File: src/rtl/mdu_ctrl.sv
// mdu_ctrl: multi-cycle multiply/divide sequencer owning the HI/LO pair.
// Runs 32 shift-add multiply or restoring divide steps on operand
// magnitudes, then sign-corrects and commits the result to HI/LO in FIX.
//
// Handshake: there is no ready; `start` is a one-shot request sampled only
// while IDLE (busy low). Once accepted, `busy` stays high until the result
// is committed, and `done` pulses for exactly one cycle alongside the first
// cycle in which HI/LO show the new result.
module mdu_ctrl #(
  parameter int ITER = 32
) (
  input  logic        clk,
  input  logic        reset,
  input  logic        start,
  input  logic [1:0]  op,
  input  logic [31:0] rs_val,
  input  logic [31:0] rt_val,
  input  logic        mthi,
  input  logic        mtlo,
  input  logic [31:0] wdata,
  input  logic        flush,
  output logic        busy,
  output logic        done,
  output logic [31:0] hi,
  output logic [31:0] lo,
  output logic [1:0]  dbg_state
);

  typedef enum logic [1:0] {
    S_IDLE = 2'd0,
    S_MUL  = 2'd1,
    S_DIV  = 2'd2,
    S_FIX  = 2'd3
  } state_t;

  state_t      state_q, state_d;
  logic [4:0]  cnt_q, cnt_d;
  logic [63:0] acc_q, acc_d;     // mult: {partial, multiplier}; div: {rem, quo}
  logic [31:0] a_q, a_d;         // multiplicand or divisor magnitude
  logic        neg_res_q, neg_res_d;  // product / quotient sign
  logic        neg_rem_q, neg_rem_d;  // dividend sign (remainder sign)
  logic        div0_q, div0_d;
  logic        is_div_q, is_div_d;
  logic [31:0] hi_q, hi_d;
  logic [31:0] lo_q, lo_d;
  logic        busy_q, done_q, done_d;

  // Operand decode: op[1] selects divide, op[0] selects unsigned.
  logic        rs_neg, rt_neg;
  logic [31:0] rs_mag, rt_mag;
  logic [32:0] msum;
  logic [32:0] dtrial;
  logic [63:0] prod_fix;
  logic [31:0] quo_fix, rem_fix;

  assign rs_neg = ~op[0] & rs_val[31];
  assign rt_neg = ~op[0] & rt_val[31];
  assign rs_mag = rs_neg ? 32'(-rs_val) : rs_val;
  assign rt_mag = rt_neg ? 32'(-rt_val) : rt_val;

  // Shift-add step: add multiplicand into the upper half when the current
  // multiplier bit is set, then shift the whole accumulator right.
  assign msum = {1'b0, acc_q[63:32]} + (acc_q[0] ? {1'b0, a_q} : 33'd0);

  // Restoring step: borrow out (bit 32) means the trial subtraction failed.
  assign dtrial = {acc_q[63:32], acc_q[31]} - {1'b0, a_q};

  assign prod_fix = neg_res_q ? 64'(-acc_q) : acc_q;
  assign quo_fix  = neg_res_q ? 32'(-acc_q[31:0]) : acc_q[31:0];
  // For a zero divisor the remainder equals the dividend magnitude, so the
  // same sign correction restores the original rs_val.
  assign rem_fix  = neg_rem_q ? 32'(-acc_q[63:32]) : acc_q[63:32];

  // Next-state logic for the sequencer and HI/LO writes.
  always_comb begin
    state_d   = state_q;
    cnt_d     = cnt_q;
    acc_d     = acc_q;
    a_d       = a_q;
    neg_res_d = neg_res_q;
    neg_rem_d = neg_rem_q;
    div0_d    = div0_q;
    is_div_d  = is_div_q;
    hi_d      = hi_q;
    lo_d      = lo_q;
    done_d    = 1'b0;
    case (state_q)
      S_IDLE: begin
        if (flush) begin
          state_d = S_IDLE;
        end else if (start) begin
          cnt_d     = 5'd0;
          neg_res_d = rs_neg ^ rt_neg;
          neg_rem_d = rs_neg;
          div0_d    = (rt_val == 32'd0);
          is_div_d  = op[1];
          if (op[1]) begin
            a_d     = rt_mag;
            acc_d   = {32'd0, rs_mag};
            state_d = S_DIV;
          end else begin
            a_d     = rs_mag;
            acc_d   = {32'd0, rt_mag};
            state_d = S_MUL;
          end
        end else begin
          if (mthi) hi_d = wdata;
          if (mtlo) lo_d = wdata;
        end
      end
      S_MUL: begin
        if (flush) begin
          state_d = S_IDLE;
        end else begin
          acc_d = {msum, acc_q[31:1]};
          cnt_d = cnt_q + 5'd1;
          if (cnt_q == 5'(ITER - 1)) state_d = S_FIX;
        end
      end
      S_DIV: begin
        if (flush) begin
          state_d = S_IDLE;
        end else begin
          if (!dtrial[32]) acc_d = {dtrial[31:0], acc_q[30:0], 1'b1};
          else             acc_d = {acc_q[62:0], 1'b0};
          cnt_d = cnt_q + 5'd1;
          if (cnt_q == 5'(ITER - 1)) state_d = S_FIX;
        end
      end
      S_FIX: begin
        state_d = S_IDLE;
        if (!flush) begin
          done_d = 1'b1;
          if (is_div_q) begin
            hi_d = rem_fix;
            lo_d = div0_q ? 32'hFFFF_FFFF : quo_fix;
          end else begin
            hi_d = prod_fix[63:32];
            lo_d = prod_fix[31:0];
          end
        end
      end
      default: state_d = S_IDLE;
    endcase
  end

  // State, datapath and registered outputs.
  always_ff @(posedge clk or negedge reset) begin
    if (!reset) begin
      state_q   <= S_IDLE;
      cnt_q     <= 5'd0;
      acc_q     <= 64'd0;
      a_q       <= 32'd0;
      neg_res_q <= 1'b0;
      neg_rem_q <= 1'b0;
      div0_q    <= 1'b0;
      is_div_q  <= 1'b0;
      hi_q      <= 32'd0;
      lo_q      <= 32'd0;
      busy_q    <= 1'b0;
      done_q    <= 1'b0;
    end else begin
      state_q   <= state_d;
      cnt_q     <= cnt_d;
      acc_q     <= acc_d;
      a_q       <= a_d;
      neg_res_q <= neg_res_d;
      neg_rem_q <= neg_rem_d;
      div0_q    <= div0_d;
      is_div_q  <= is_div_d;
      hi_q      <= hi_d;
      lo_q      <= lo_d;
      busy_q    <= (state_d != S_IDLE);
      done_q    <= done_d;
    end
  end

  assign busy      = busy_q;
  assign done      = done_q;
  assign hi        = hi_q;
  assign lo        = lo_q;
  assign dbg_state = state_q;

endmodule

File: config.mk
export PLATFORM = sky130hd
export DESIGN_NAME = mdu_ctrl
export DESIGN_NICKNAME = d
export VERILOG_FILES = /design/src/rtl/mdu_ctrl.sv
export SDC_FILE = /design/constraint.sdc
export NUM_CORES = 1
export LEC_CHECK = 0
export CORE_MARGIN = 5
export CORE_UTILIZATION = 38
export DETAILED_ROUTE_END_ITERATION = 6
export PLACE_DENSITY = 0.57
export SLEW_MARGIN = 25
export SYNTH_ARGS = -nofsm -noshare
export SYNTH_HDL_FRONTEND = slang
export SYNTH_SLANG_ARGS = --single-unit
File: constraint.sdc
create_clock -name clk -period 3.82 [get_ports clk]
set_input_delay 0.764 -clock clk [delete_from_list [all_inputs] [get_ports clk]]
set_output_delay 0.764 -clock clk [all_outputs]
set_load 0.01 [all_outputs]
[After elaboration in Yosys (flattened, before gate mapping)]
Cells that the tools add are included.
Word-level totals
  memories kept: 0
  bits in registers: 173
  ROM bits: 0
  RAM bits: 0
  latch bits: 0
  bits of input ports: 104
Cells by class
  divide/modulo/power cells: 0
  mux-type cells: 39
  multipliers: 0
  order comparisons: 0
  reductions and logical operators: 12
  add/subtract/negate cells: 8
  equality and inequality tests: 13
  bitwise logic cells: 5
  shifts and indexed selects: 0
Operators by type and width (count)
  32-bit two-way mux: 18
  64-bit two-way mux: 6
  64-bit case mux with 3 select lines: 1
  32-bit negation: 4
  32-bit case mux with 2 select lines: 2
  64-bit negation: 1
  32-bit by 32-bit adder with 33-bit output: 1
  33-bit by 32-bit subtractor with 33-bit output: 1
  32-bit zero test: 1
  2-bit != test (second input constant): 9
  5-bit two-way mux: 3
  5-bit AND reduction: 3
  2-bit two-way mux: 5
  5-bit case mux with 2 select lines: 1
  2-bit case mux with 3 select lines: 1
  2-bit nonzero test: 3
  5-bit by 1-bit adder with 5-bit output (second input constant): 1
  5-bit == test (second input constant): 1
  2-bit == test (second input constant): 2
  4-bit AND reduction: 1
  3-bit AND reduction: 1
  3-bit nonzero test: 1
  1-bit AND: 2
  2-bit by 1-bit == test with 1-bit output (second input constant): 1
  5 further kinds: 7

[Depth between registers and ports, before layout]
Gate-level depths: netlist of the first run.
  depth in word-level cells: 7
  mapped depth: 14

[Least setup slack after synthesis of the first run]
Ideal clock, no wire load.
  path kind: input to register
  start point: input port rt_val[15]
  end point: register acc_q[30]
  buffers on the path: 1
  arrival: 2.963 ns
  stages on the path: 10
  library setup time: 0.120 ns
  path slack: 0.737 ns
  required time: 3.700 ns
  cell sequence: or4_1 -> buf_2 -> or4_4 -> nor3_4 -> nand2_2 -> o41ai_2 -> xnor2_1 -> mux2_2 -> o21ai_1 -> nand2_1
On the way
  longest elaborated chain between the ends: 6
RTL lines
  start: declaration: RTL line 17  | input logic [31:0] rt_val,
  32-bit negation: RTL line 59  | assign rt_mag = rt_neg ? 32'(-rt_val) : rt_val;
  32-bit two-way mux: RTL line 59
  32-bit two-way mux: RTL line 97  | if (op[1]) begin
  64-bit two-way mux: RTL line 91  | end else if (start) begin
  64-bit two-way mux: RTL line 89  | if (flush) begin
  64-bit case mux with 3 select lines: RTL line 87  | case (state_q)
  end signal: assignment: RTL line 152  | acc_q <= 64'd0;
  end signal: assignment: RTL line 165  | acc_q <= acc_d;
  end: declaration: RTL line 38  | logic [63:0] acc_q, acc_d;
No other way between the ends. The select of a mux whose other input is x is not followed.
A chain may end at the register's enable or synchronous reset.

[Final worst setup path of the first run]
  start point: register acc_q[0]
  end point: register acc_q[62]
On the way
  longest elaborated chain between the ends: 4
RTL lines
  32-bit two-way mux: RTL line 63  | assign msum = {1'b0, acc_q[63:32]} + (acc_q[0] ? {1'b0, a_q} : 33'd0);
  32-bit by 32-bit adder with 33-bit output: RTL line 63
  64-bit two-way mux: RTL line 112  | if (flush) begin
  64-bit case mux with 3 select lines: RTL line 87
No other way between the ends. The select of a mux whose other input is x is not followed.

==> run metrics, run 1 <==
clock skew 0.01288 ns; commonest non-fill, non-tap cell in the layout o21ai_0; most frequent cells in the layout 262 x o21ai_0, 252 x nand2_1, 173 x dfrtp_1; Max Fclk 277.4 MHz; Final Net Count 2335; Max Slew Vio Count 0; fin cells 2693; TritonRoute pass-1 iters 5; # diodes 0; number of flops mapped to enable cells by yosys 0; Post-Syn Area 15270 sq um; reg2reg end acc_q[62]; vias 15550; maximum vdd drop 0.3075 mV; row count 73; largest net degree at the start of global routing 78; WL met3 2950 um; r2r startpoint acc_q[0]; P&R area growth vs syn 21.61%; arrival time worst endpoint 3.93 ns; first-pass GRT wire length 88330 um; Syn Area/Cell 7.673 sq um; Critical Path Source Type flip-flop; Final Cycle Share 0.9438; Initial Util 0.3843; Max FO, Critical Path 15; sequential-to-total area share from yosys stat 0.2835; vias in the first global route 14670; TritonCTS clock tree done; met2 wire length 25700 um; die width 210.5 um; DRT met1 WL 27250 um; Routed WL 57510 um; CP endpoint kind flip-flop; Reg2Reg Setup Slack 0.21 ns; Congestion Overflow GR 0; FILL cells 4002; worst min path class primary input to asynchronous set/reset pin; share of layout cells above drive strength 1 0.07657; CTS hold repair buffers 0; num ports 172; FF-to-FF path depth 14; yosys warns 0; CP Class flip-flop to flip-flop; min cycle time layout 3.605 ns; area leader, netlist dfrtp_1; number of buffers added on ports 171; MaxCap Viol Count 0; outcome complete, no violations; CTS sink count 173; CTS root buf clkbuf_16; HPWL Detailed 45730 um; DR vias/cell 5.774; ys flop type dfrtp_1; Final ANT Viol Nets 0; placed instance count 2661; Initial DRC Count 1250; final hold vios 0; post-synthesis cell type count 88; gp weighted congestion 0.9277; setup_tns 0 ns; Worst-Margin Slew 0.9171 ns; Async SR Flop Fraction 1.000; CTS Buf Count 17; endpoints failing setup 0; Die Area 44290 sq um; RSZ-0062 raised after global routing false; Die H 210.5 um; synth top area cells dfrtp_1 28%, o21ai_0 8.6%, nand2_1 6.2%; Rel. slew slack 0.3886; Mapped Nets 2170; Cells after Synth 1990; Power Density 653.2 nW/um^2; core outline area 39730 sq um; Residual DRC 0; Max clock buf depth 2; All-Layer GR Usage 0.2535; flops & latches, synth 173; Required @ worst endpoint 4.14 ns; DR WL/cell 21.36 um; CTS clk-pin slew, worst paths 0.08 ns; top sig layer met4; H-tree depth 4; Clk Latency, worst-skew pair 0.46 ns; LEAKAGE 7.997 nW; share of the synthesized area in the top cell type 0.2835; antenna violations before repair 0
-- registers in the layout (all words and copies together) (netlist names) --
name	cells
acc_q	64
a_q	32
hi	32
lo	32
cnt_q	5
dbg_state	2
busy	1
div0_q	1
done	1
is_div_q	1
neg_rem_q	1
neg_res_q	1
-- repair_timing --
| action | 4_1_cts | 5_1_grt |
|---|---|---|
| endpoints found under the hold margin | 0 | 0 |
| endpoints found under the setup margin | 0 | 2 |
| gates resized for setup | 0 | 1 |
| buffers inserted | 0 | 0 |
-- report_power, final --
group	internal, mW	leakage [nW]	total [mW]	switching (mW)
clock network	1.08	0.312	1.96	0.885
registers	2.51	2.19	3.25	0.747
logic	2.84	5.49	6.91	4.07
total	6.42	8.00	12.1	5.70
-- cells in the mapped netlist (all sizes together) (5+ instances only) --
library cell    n
o211ai         17
a211oi         10
o41ai          11
o21bai         11
o221ai          5
nor3           33
nand4          13
or2             6
nand2b         23
or3            14
mux2i          53
o31ai          20
nor2          163
o21a           10
a31oi          19
nand3          29
a221oi          6
o22ai          35
xnor2          97
clkbuf        100
or4            13
nor4           18
ha             74
a22oi          40
nand2         256
o21ai         267
inv            70
buf            20
and3           11
and2            8
xor2           70
nor2b          18
a21oi         154
dfrtp         173
a21o           44
mux2            7
-- critical path, cell delays in order, from the launching register on --
cell and delay (ns):
dfrtp_1 0.44, clkinvlp_4 0.33, buf_12 0.26, nor2_1 0.12
ha_1 0.33, a21oi_1 0.24, o21ai_0 0.14, o21ai_0 0.24
buf_4 0.16, nor3b_1 0.24, a311o_1 0.32, o221ai_1 0.16
a21oi_1 0.19, xor2_1 0.17, o211ai_1 0.11
-- through the flow --
stage               setup WS (ns)  instance area, sq um  utilization  power (mW)  hold WS [ns]
floorplan                  0.7369                 15270            -       7.327        0.4489
global placement           0.1583                 17920       0.4510       10.01        0.4600
detailed placement         0.1328                 17920       0.4510       10.09        0.4702
CTS                        0.2345                 18560       0.4671       12.06        0.3788
global route             0.009309                 18570       0.4674       12.92        0.3883
finish                     0.2147                 18570       0.4674       12.13        0.3322
-- kinds of logic (layout without fill, tap and decap cells) --
kind of cell | Yosys count | after routing | share of synthesized area
AO/OA/AOI/OAI | 694 | 694 | 0.2762
AND/OR/NAND/NOR | 629 | 629 | 0.1912
buffers and inverters | 191 | 369 | 0.05015
adder cells (fa/ha/maj) | 76 | 76 | 0.06326
XOR/XNOR | 167 | 167 | 0.09579
flip-flops | 173 | 173 | 0.2835
multiplexers | 60 | 60 | 0.03991
-- metal layers --
layer | GRT usage | up-vias
met5 | 0 | -
met4 | 0.07176 | 0
met3 | 0.04033 | 80
met2 | 0.3972 | 470
met1 | 0.3641 | 7508
li1 | - | 7491
-- worst max-delay path by stage --
stage,start,slack (ns),end,cells past startpoint
after floorplan,rt_val[15],0.74,acc_q[30],10
after global placement,rt_val[15],0.16,acc_q[28],10
after detailed placement,rs_val[0],0.13,acc_q[23],9
after CTS,acc_q[0],0.23,acc_q[55],13
after global routing,acc_q[0],0.009,acc_q[62],14
final,acc_q[0],0.21,acc_q[62],14
-- cell type report --
class / count / area (sq um) / share of cell area
Multi-Input combinational cell: 1626 / 10210 / 0.5497
Timing Repair Buffer: 267 / 2469 / 0.1329
Clock buffer: 18 / 439.2 / 0.02365
Clock inverter: 14 / 201.4 / 0.01085
Sequential cell: 173 / 4329 / 0.2331
Tap cell: 525 / 656.9 / 0.03537
Inverter: 70 / 266.5 / 0.01435
No activity file was read; power rests on OpenSTA's default activity.
==> run 2, diff against run 1 <==
--- a/config.mk
+++ b/config.mk
@@ -9,6 +9,7 @@
 export CORE_UTILIZATION = 38
 export DETAILED_ROUTE_END_ITERATION = 6
 export PLACE_DENSITY = 0.57
+export SETUP_SLACK_MARGIN = 0.02
 export SLEW_MARGIN = 25
 export SYNTH_ARGS = -nofsm -noshare
 export SYNTH_HDL_FRONTEND = slang
==> results of run 2 <==
Final layout, timing and power as in run 1 (identical DEF).
